==> config.mk <==
export PLATFORM = sky130hd
export DESIGN_NAME = decoder_2to4_seq
export DESIGN_NICKNAME = d
export VERILOG_FILES = /design/src/rtl/decoder_pkg.sv /design/src/rtl/decoder_2to4_core.sv /design/src/rtl/decoder_2to4_seq.sv
export SDC_FILE = /design/constraint.sdc
export NUM_CORES = 1
export LEC_CHECK = 0
export CAP_MARGIN = 25
export CORE_MARGIN = 2
export CORE_UTILIZATION = 45
export CTS_CLUSTER_DIAMETER = 60
export DETAILED_ROUTE_END_ITERATION = 10
export PLACE_DENSITY = 0.66
export REMOVE_ABC_BUFFERS = 1
export SLEW_MARGIN = 15
export SYNTH_ARGS = -nofsm -noshare
export SYNTH_HDL_FRONTEND = slang
export SYNTH_SLANG_ARGS = --single-unit
==> constraint.sdc <==
create_clock -name clk -period 3.2 [get_ports clk]
set_input_delay 0.8 -clock clk [delete_from_list [all_inputs] [get_ports clk]]
set_output_delay 0.8 -clock clk [all_outputs]
set_load 0.02 [all_outputs]
==> src/rtl/decoder_pkg.sv <==
// Shared types and helpers for the sequential 2-to-4 decoder.
package decoder_pkg;

  localparam int CODE_W = 2;
  localparam int LINE_W = 4;
  localparam int CNT_W  = 8;

  typedef enum logic [1:0] {
    IDLE  = 2'd0,
    DRIVE = 2'd1,
    GAP   = 2'd2
  } state_t;

  // One-hot decode of a code: code n raises line n.
  function automatic logic [LINE_W-1:0] onehot(input logic [CODE_W-1:0] code);
    logic [LINE_W-1:0] res;
    res       = '0;
    res[code] = 1'b1;
    return res;
  endfunction

endpackage

==> src/rtl/decoder_2to4_core.sv <==
// Combinational code -> one-hot line decode.
module decoder_2to4_core
  import decoder_pkg::*;
(
  input  logic [CODE_W-1:0] code,
  output logic [LINE_W-1:0] line
);

  assign line = onehot(code);

endmodule

==> src/rtl/decoder_2to4_seq.sv <==
// Sequential 2-to-4 decoder: valid/ready code intake, one-hot line held for
// HOLD_CYCLES then GAP_CYCLES of all-off, with a one-entry pending buffer so
// codes stream without bubbles.
// Build option: DECODER_ACTIVE_LOW_EN makes out_line active-low (off = 4'b1111).
module decoder_2to4_seq
  import decoder_pkg::*;
#(
  parameter int HOLD_CYCLES = 4,
  parameter int GAP_CYCLES  = 1
) (
  input  logic              clk,
  input  logic              rst,
  input  logic              in_valid,
  output logic              in_ready,
  input  logic [CODE_W-1:0] in_code,
  output logic [LINE_W-1:0] out_line,
  output logic              busy,
  output logic              done
);

  if (HOLD_CYCLES < 1 || HOLD_CYCLES > 255) begin : g_bad_hold
    $error("HOLD_CYCLES must be in 1..255");
  end
  if (GAP_CYCLES < 0 || GAP_CYCLES > 255) begin : g_bad_gap
    $error("GAP_CYCLES must be in 0..255");
  end

`ifdef DECODER_ACTIVE_LOW_EN
  localparam logic [LINE_W-1:0] LINE_OFF = '1;
`else
  localparam logic [LINE_W-1:0] LINE_OFF = '0;
`endif

  localparam logic [CNT_W-1:0] HOLD_LD = CNT_W'(HOLD_CYCLES - 1);
  localparam logic [CNT_W-1:0] GAP_LD  = (GAP_CYCLES > 0) ? CNT_W'(GAP_CYCLES - 1) : '0;
  localparam logic             HAS_GAP = (GAP_CYCLES > 0);
  localparam logic             HOLD_1  = (HOLD_CYCLES == 1);

  state_t              state;
  logic [CNT_W-1:0]    cnt;
  logic                pend_valid;
  logic [CODE_W-1:0]   pend_code;
  logic [CODE_W-1:0]   next_code;
  logic [LINE_W-1:0]   dec_line;
  logic [LINE_W-1:0]   drive_line;
  logic                accept;
  logic                last;
  logic                exit_cyc;
  logic                load;

  // Ready depends only on the buffer register; held low during reset.
  assign in_ready  = !pend_valid && !rst;
  assign accept    = in_valid && in_ready;
  assign last      = (cnt == '0);
  assign busy      = (state != IDLE);

  // Exit cycle: final cycle of the hold/gap sequence, where the next code is chosen.
  assign exit_cyc  = (state == GAP && last) || (state == DRIVE && last && !HAS_GAP);
  assign load      = (state == IDLE && accept) || (exit_cyc && (pend_valid || accept));

  // Pending code has priority; it can only coexist with in_ready=0.
  assign next_code = pend_valid ? pend_code : in_code;

  decoder_2to4_core u_core (
    .code (next_code),
    .line (dec_line)
  );

`ifdef DECODER_ACTIVE_LOW_EN
  assign drive_line = ~dec_line;
`else
  assign drive_line = dec_line;
`endif

  // FSM, counter, pending buffer and registered outputs.
  always_ff @(posedge clk or posedge rst) begin
    if (rst) begin
      state      <= IDLE;
      cnt        <= '0;
      pend_valid <= 1'b0;
      pend_code  <= '0;
      out_line   <= LINE_OFF;
      done       <= 1'b0;
    end else begin
      done <= 1'b0;
      if (load) begin
        state      <= DRIVE;
        cnt        <= HOLD_LD;
        out_line   <= drive_line;
        done       <= HOLD_1;
        pend_valid <= 1'b0;
      end else begin
        case (state)
          DRIVE: begin
            if (!last) begin
              cnt  <= cnt - 1'b1;
              done <= (cnt == CNT_W'(1));
            end else if (HAS_GAP) begin
              state    <= GAP;
              cnt      <= GAP_LD;
              out_line <= LINE_OFF;
            end else begin
              state    <= IDLE;
              out_line <= LINE_OFF;
            end
          end
          GAP: begin
            if (!last) begin
              cnt <= cnt - 1'b1;
            end else begin
              state    <= IDLE;
              out_line <= LINE_OFF;
            end
          end
          default: begin
            out_line <= LINE_OFF;
          end
        endcase
        // Beats arriving mid-sequence wait in the buffer.
        if (accept) begin
          pend_valid <= 1'b1;
          pend_code  <= in_code;
        end
      end
    end
  end

endmodule

Word-level counts from Yosys, hierarchy flattened
Index checks and enable logic that the tools add are counted.
W data, S select, Z words.
{ "op_classes": {"eq_ne": 7, "n_lt_le_gt_ge": 2, "n_addsub": 1, "bitwise_logic": 1, "n_reduce_logical": 19, "mux": 19} }
{ "op_table": {"columns": ["operator", "n"], "rows": [
  ["$mux W8", 3],
  ["$pmux W8 S2", 1],
  ["$mux W4", 3],
  ["$ne A3 B3 Y1 const B", 3],
  ["$eq A8 B1 Y1 const B", 1],
  ["$logic_not A8 Y1", 1],
  ["$mux W2", 4],
  ["$sub A8 B1 Y8 const B", 1],
  ["$logic_and A1 B1 Y1", 6],
  ["$mux W1", 6],
  ["$pmux W2 S2", 1],
  ["$reduce_and A2 Y1", 2],
  ["$reduce_bool A2 Y1", 2],
  ["$lt A2 B3 Y1 const B", 1],
  ["$ne A3 B1 Y1 const B", 1],
  ["$reduce_and A3 Y1", 1],
  ["$reduce_bool A3 Y1", 1],
  ["$demux W1 S2", 1],
  ["$eq A2 B1 Y1 const B", 1],
  ["$eq A2 B2 Y1 const B", 1],
  ["$ge A2 B1 Y1 const B", 1],
  ["$logic_not A1 Y1", 2],
  ["$logic_not A2 Y1", 1],
  ["$logic_or A1 B1 Y1", 2],
  ["2 further kinds", 2]
]} }
{ "word_totals": {"regBits": 18, "output_inout_bits": 7, "word_cells": 55} }

Logic depth before layout (Yosys ltp)
{ "logic_depth": {"depth_word": 8, "depth_mapped": 7, "ltp_nobuf": 6} }

Modules after synthesis
From an unflattened synthesis, not the netlist that was laid out.
{ "hier_totals": {"hier_cells": 110, "area_unflattened_um2": 1057.3} }
{ "by_module_without_submodules": {"columns": ["mod", "cells_per_inst", "area_each_um2", "n_inst"], "rows": [
  ["decoder_2to4_seq", 106, 1031.0, 1],
  ["decoder_2to4_core", 4, 26.3, 1]
]} }

Worst setup path before layout
OpenSTA, ideal clock, no wires.
{ "synth_path": {"kind": "input to register", "start": "input port rst", "end": "register cnt[3]", "n_path_buf": 1, "setup_slack_ps": 1263, "required_ps": 3126, "arrival_ps": 1863, "cell_stages": 5, "setup_ps": 74, "path_cell_list": "and4bb_1 buf_6 nor2_2 or4_4 a21oi_2"} }
{ "synth_via": {"elab_chain_len": 8} }
{ "synth_rtl": {"columns": ["item", "line", "rtl"], "rows": [
  ["start: declaration", "decoder_2to4_seq.sv:12", "input logic rst,"],
  ["$logic_not A1 Y1 (no line) (*)", null, null],
  ["$logic_and A1 B1 Y1 (*)", "decoder_2to4_seq.sv:52", "assign in_ready = !pend_valid && !rst;"],
  ["$logic_and A1 B1 Y1 (*)", "decoder_2to4_seq.sv:53", "assign accept = in_valid && in_ready;"],
  ["$logic_or A1 B1 Y1", "decoder_2to4_seq.sv:59", "assign load = (state == IDLE && accept) || (exit_cyc && (pend_valid || accept));"],
  ["$logic_and A1 B1 Y1", "decoder_2to4_seq.sv:59", null],
  ["$logic_or A1 B1 Y1 (*)", "decoder_2to4_seq.sv:59", null],
  ["$ne A3 B3 Y1 (no line) / $reduce_bool A3 Y1 (equally long branches)", null, null],
  ["$reduce_and A2 Y1 (no line)", null, null],
  ["end signal: assignment", "decoder_2to4_seq.sv:96", "cnt <= cnt - 1'b1;"],
  ["end signal: assignment", "decoder_2to4_seq.sv:109", "cnt <= cnt - 1'b1;"],
  ["end: declaration", "decoder_2to4_seq.sv:40", "logic [CNT_W-1:0] cnt;"]
]} }
Every way passes the cells marked *; elsewhere a longest branch is shown, timed or not.
A chain may end at the register's enable or synchronous reset.

Worst setup path after layout
{ "layout_path": {"start": "input port rst", "end": "output port in_ready"} }
{ "layout_via": {"elab_chain_len": 2} }
{ "layout_rtl": {"columns": ["item", "line", "rtl"], "rows": [
  ["$logic_not A1 Y1 (no line)", null, null],
  ["$logic_and A1 B1 Y1", "decoder_2to4_seq.sv:52", null],
  ["end: declaration", "decoder_2to4_seq.sv:14", "output logic in_ready,"]
]} }
Every way passes these cells.

==> impl_metrics.ini <==
[run_status]
status = finished clean

[route]
vias = 842
via_per_inst = 5.93
drtIter0Drc = 22
wirelength_mm = 2.18
drc = 0
wl_per_cell_um = 15.4
ant_nets = 0
firstDrtPassIters = 4

[cts]
htree_levels = 1
cts_resized = 0
post_cts.repair.setup_buffers = 0
numCtsBuffers = 3
cts_hold_repair.buffers = 0
clock_latency_ns = 0.29
path_clk_slew_ns = 0.10
clkSinkCount = 18
clock_tree.buffer_depth = 2
tritoncts = built
clockRootBuffer = clkbuf_4

[floorplanning]
die_area_um2 = 2810
rows = 17
die_h_um = 53.0
io_pins = 12
start_util_pct = 48.4
die_w_um = 53.0
core_area_um2 = 2230

[sta]
tns_ns = 0
worst_slew_pin_slew_ns = 0.693
timing.slew.headroom_pct = 53.8
setup_viol = 0
skew_ns = 0.00134
min_period_over_period_pct = 88.1
rsz0062_at_grt = no
period_minus_slack_ns = 2.82
report.final.slew_viol_count = 0
hold_violations = 0
max_freq_ghz = 0.355

[layout]
antennaDiodeCount = 0
final_nets = 125
syn_to_final_growth_pct = 13.2
final_cells = 142
drive_gt1_share_pct = 13.2

[logic_synthesis]
syn_avg_cell_area_um2 = 10.5
ys.flop_type = dfrtp_1
yosysTopAreaCellShare_pct = 41.7
synthArstFlopShare_pct = 100
synth_common_cells = 18 x dfrtp_1, 7 x a21oi_1, 7 x inv_1, 7 x o21ai_0
synth.distinct_cells = 34
synth-edff-count = 0
synth_cells = 103
synth_top_area_cell = dfrtp_1
ys_warn_count = 0
netlist_area_um2 = 1080
yosysMostFrequentCell = dfrtp_1
synth_seq_cells = 18
synth_top_cells_by_area = dfrtp_1 42%, ha_1 5.8%, mux2_2 4.2%, a32o_1 3.7%, or3_1 3.5%
yosysSeqAreaShare_pct = 41.7

[grt]
grt-ovfl-total = 0
grt_pass1_wl_mm = 3.75
grt_max_degree = 19
grt_pass1_vias = 814
grt_use_total_pct = 18.5
antenna_found_initial = 0

[placed_design]
placed_cells = 138
port_buffers = 11
gp_congestion = 0.818
dp_hpwl_mm = 1.61

[worst_setup_path]
critPathMaxFanout = 4
crit_family = buffers and inverters
cp.required_ns = 2.40
cp_num_buf_inv = 2
critPathLaunchType = input pin
critPathCaptureType = primary output
reg2reg_setup_slack_ns = 1.10
critPathKind = in2out
cp_common_cell = clkdlybuf4s50_1
slowest_delay_ns = 0.62
arrival_ns = 2.02
cpMaxStageDelayCell = clkdlybuf4s50_1
crit_chain = clkdlybuf4s50_1, nor2_1, clkdlybuf4s50_1

[min_path]
hold_path_class = reg2reg

[power]
pwr-share-seq_pct = 40.0
p_sw_w = 0.000414
leakagePower_nw = 0.537
combPwrFrac_pct = 45.9
switching_share_pct = 41.9
finalPower_w = 0.000990
ir_worst_vdd_uv = 568
powerDensity_nw_per_um2 = 809
p_int_w = 0.000575
p_clk_share_pct = 14.1

[run]
max_cap_viol_count = 0
==> power groups by stage <==
stage               Clock, W  Combinational [W]  Sequential [W]
finish              0.000140           0.000454        0.000396
global route        0.000158           0.000517        0.000406
CTS                 0.000143           0.000454        0.000394
detailed placement         0           0.000451        0.000398
global placement           0           0.000447        0.000392
floorplan                  0           0.000343        0.000376
==> worst reg2reg max path, stage by stage (launching register included) <==
cell	delay [ns]
dfrtp_1	0.47
inv_1	0.11
ha_1	0.30
and4bb_1	0.27
and4bb_4	0.26
or4_4	0.49
a21oi_2	0.14
==> logic make-up after synthesis <==
kind of cell | count (synthesis) | share of synthesized area [%]
AO/OA/AOI/OAI | 32 | 20.8
adder cells (fa/ha/maj) | 5 | 5.79
buffers and inverters | 11 | 6.02
flip-flops | 18 | 41.7
multiplexers | 6 | 6.02
AND/OR/NAND/NOR | 31 | 19.7
==> placed cells by master, fill, tap and decap left out, types with 3 or more instances in the layout <==
master           instances
mux2_2                   4
inv_1                    7
clkbuf_4                 3
o211ai_1                 3
a32o_1                   4
o21ai_0                  7
nor2_1                   6
or3_1                    6
clkdlybuf4s50_1         11
ha_1                     5
dfrtp_1                 18
and3_1                   3
a21oi_1                  7
==> per-stage QoR <==
stage               worst slack, ns  hold WS (ns)  area (um2)  util (%)
floorplan                      1.18         0.479        1040         -
global placement              0.400         0.480        1190      53.2
detailed placement            0.386         0.484        1190      53.2
CTS                           0.377         0.515        1220      54.8
global route                  0.329         0.531        1220      54.8
finish                        0.380         0.508        1220      54.8
==> worst paths after layout <==
kind | from | end | cells after the start
max in group asynchronous | rst | cnt[4] | 2
min in group asynchronous | rst | pend_code[0] | 2
min reg2reg | out_line[0] | out_line[0] | 1
min | out_line[0] | out_line[0] | 1
max | rst | in_ready | 3
max reg2reg | cnt[0] | cnt[3] | 6
==> registers in the layout, indices dropped and copies added, names as in the netlist <==
signal / count
cnt: 8
out_line: 4
pend_code: 2
state: 2
done: 1
pend_valid: 1
==> area by class of cell <==
type	instances	area [um2]
tap	28	35.0
multi-input combinational	74	566
fill	202	1010
clock buffer	4	36.3
sequential	18	450
timing repair buffer	11	110
inverter	7	26.3
==> metal layers <==
metal  vias to the layer above  global-route usage, %  share of wire (%)
met5                         -                      0                  0
met4                         0                   3.42               0.87
met3                         4                   5.93                4.0
met2                        19                   26.5                 44
met1                       399                   27.3                 51
li1                        420                      -                  -
(Power assumes the default switching activity.)
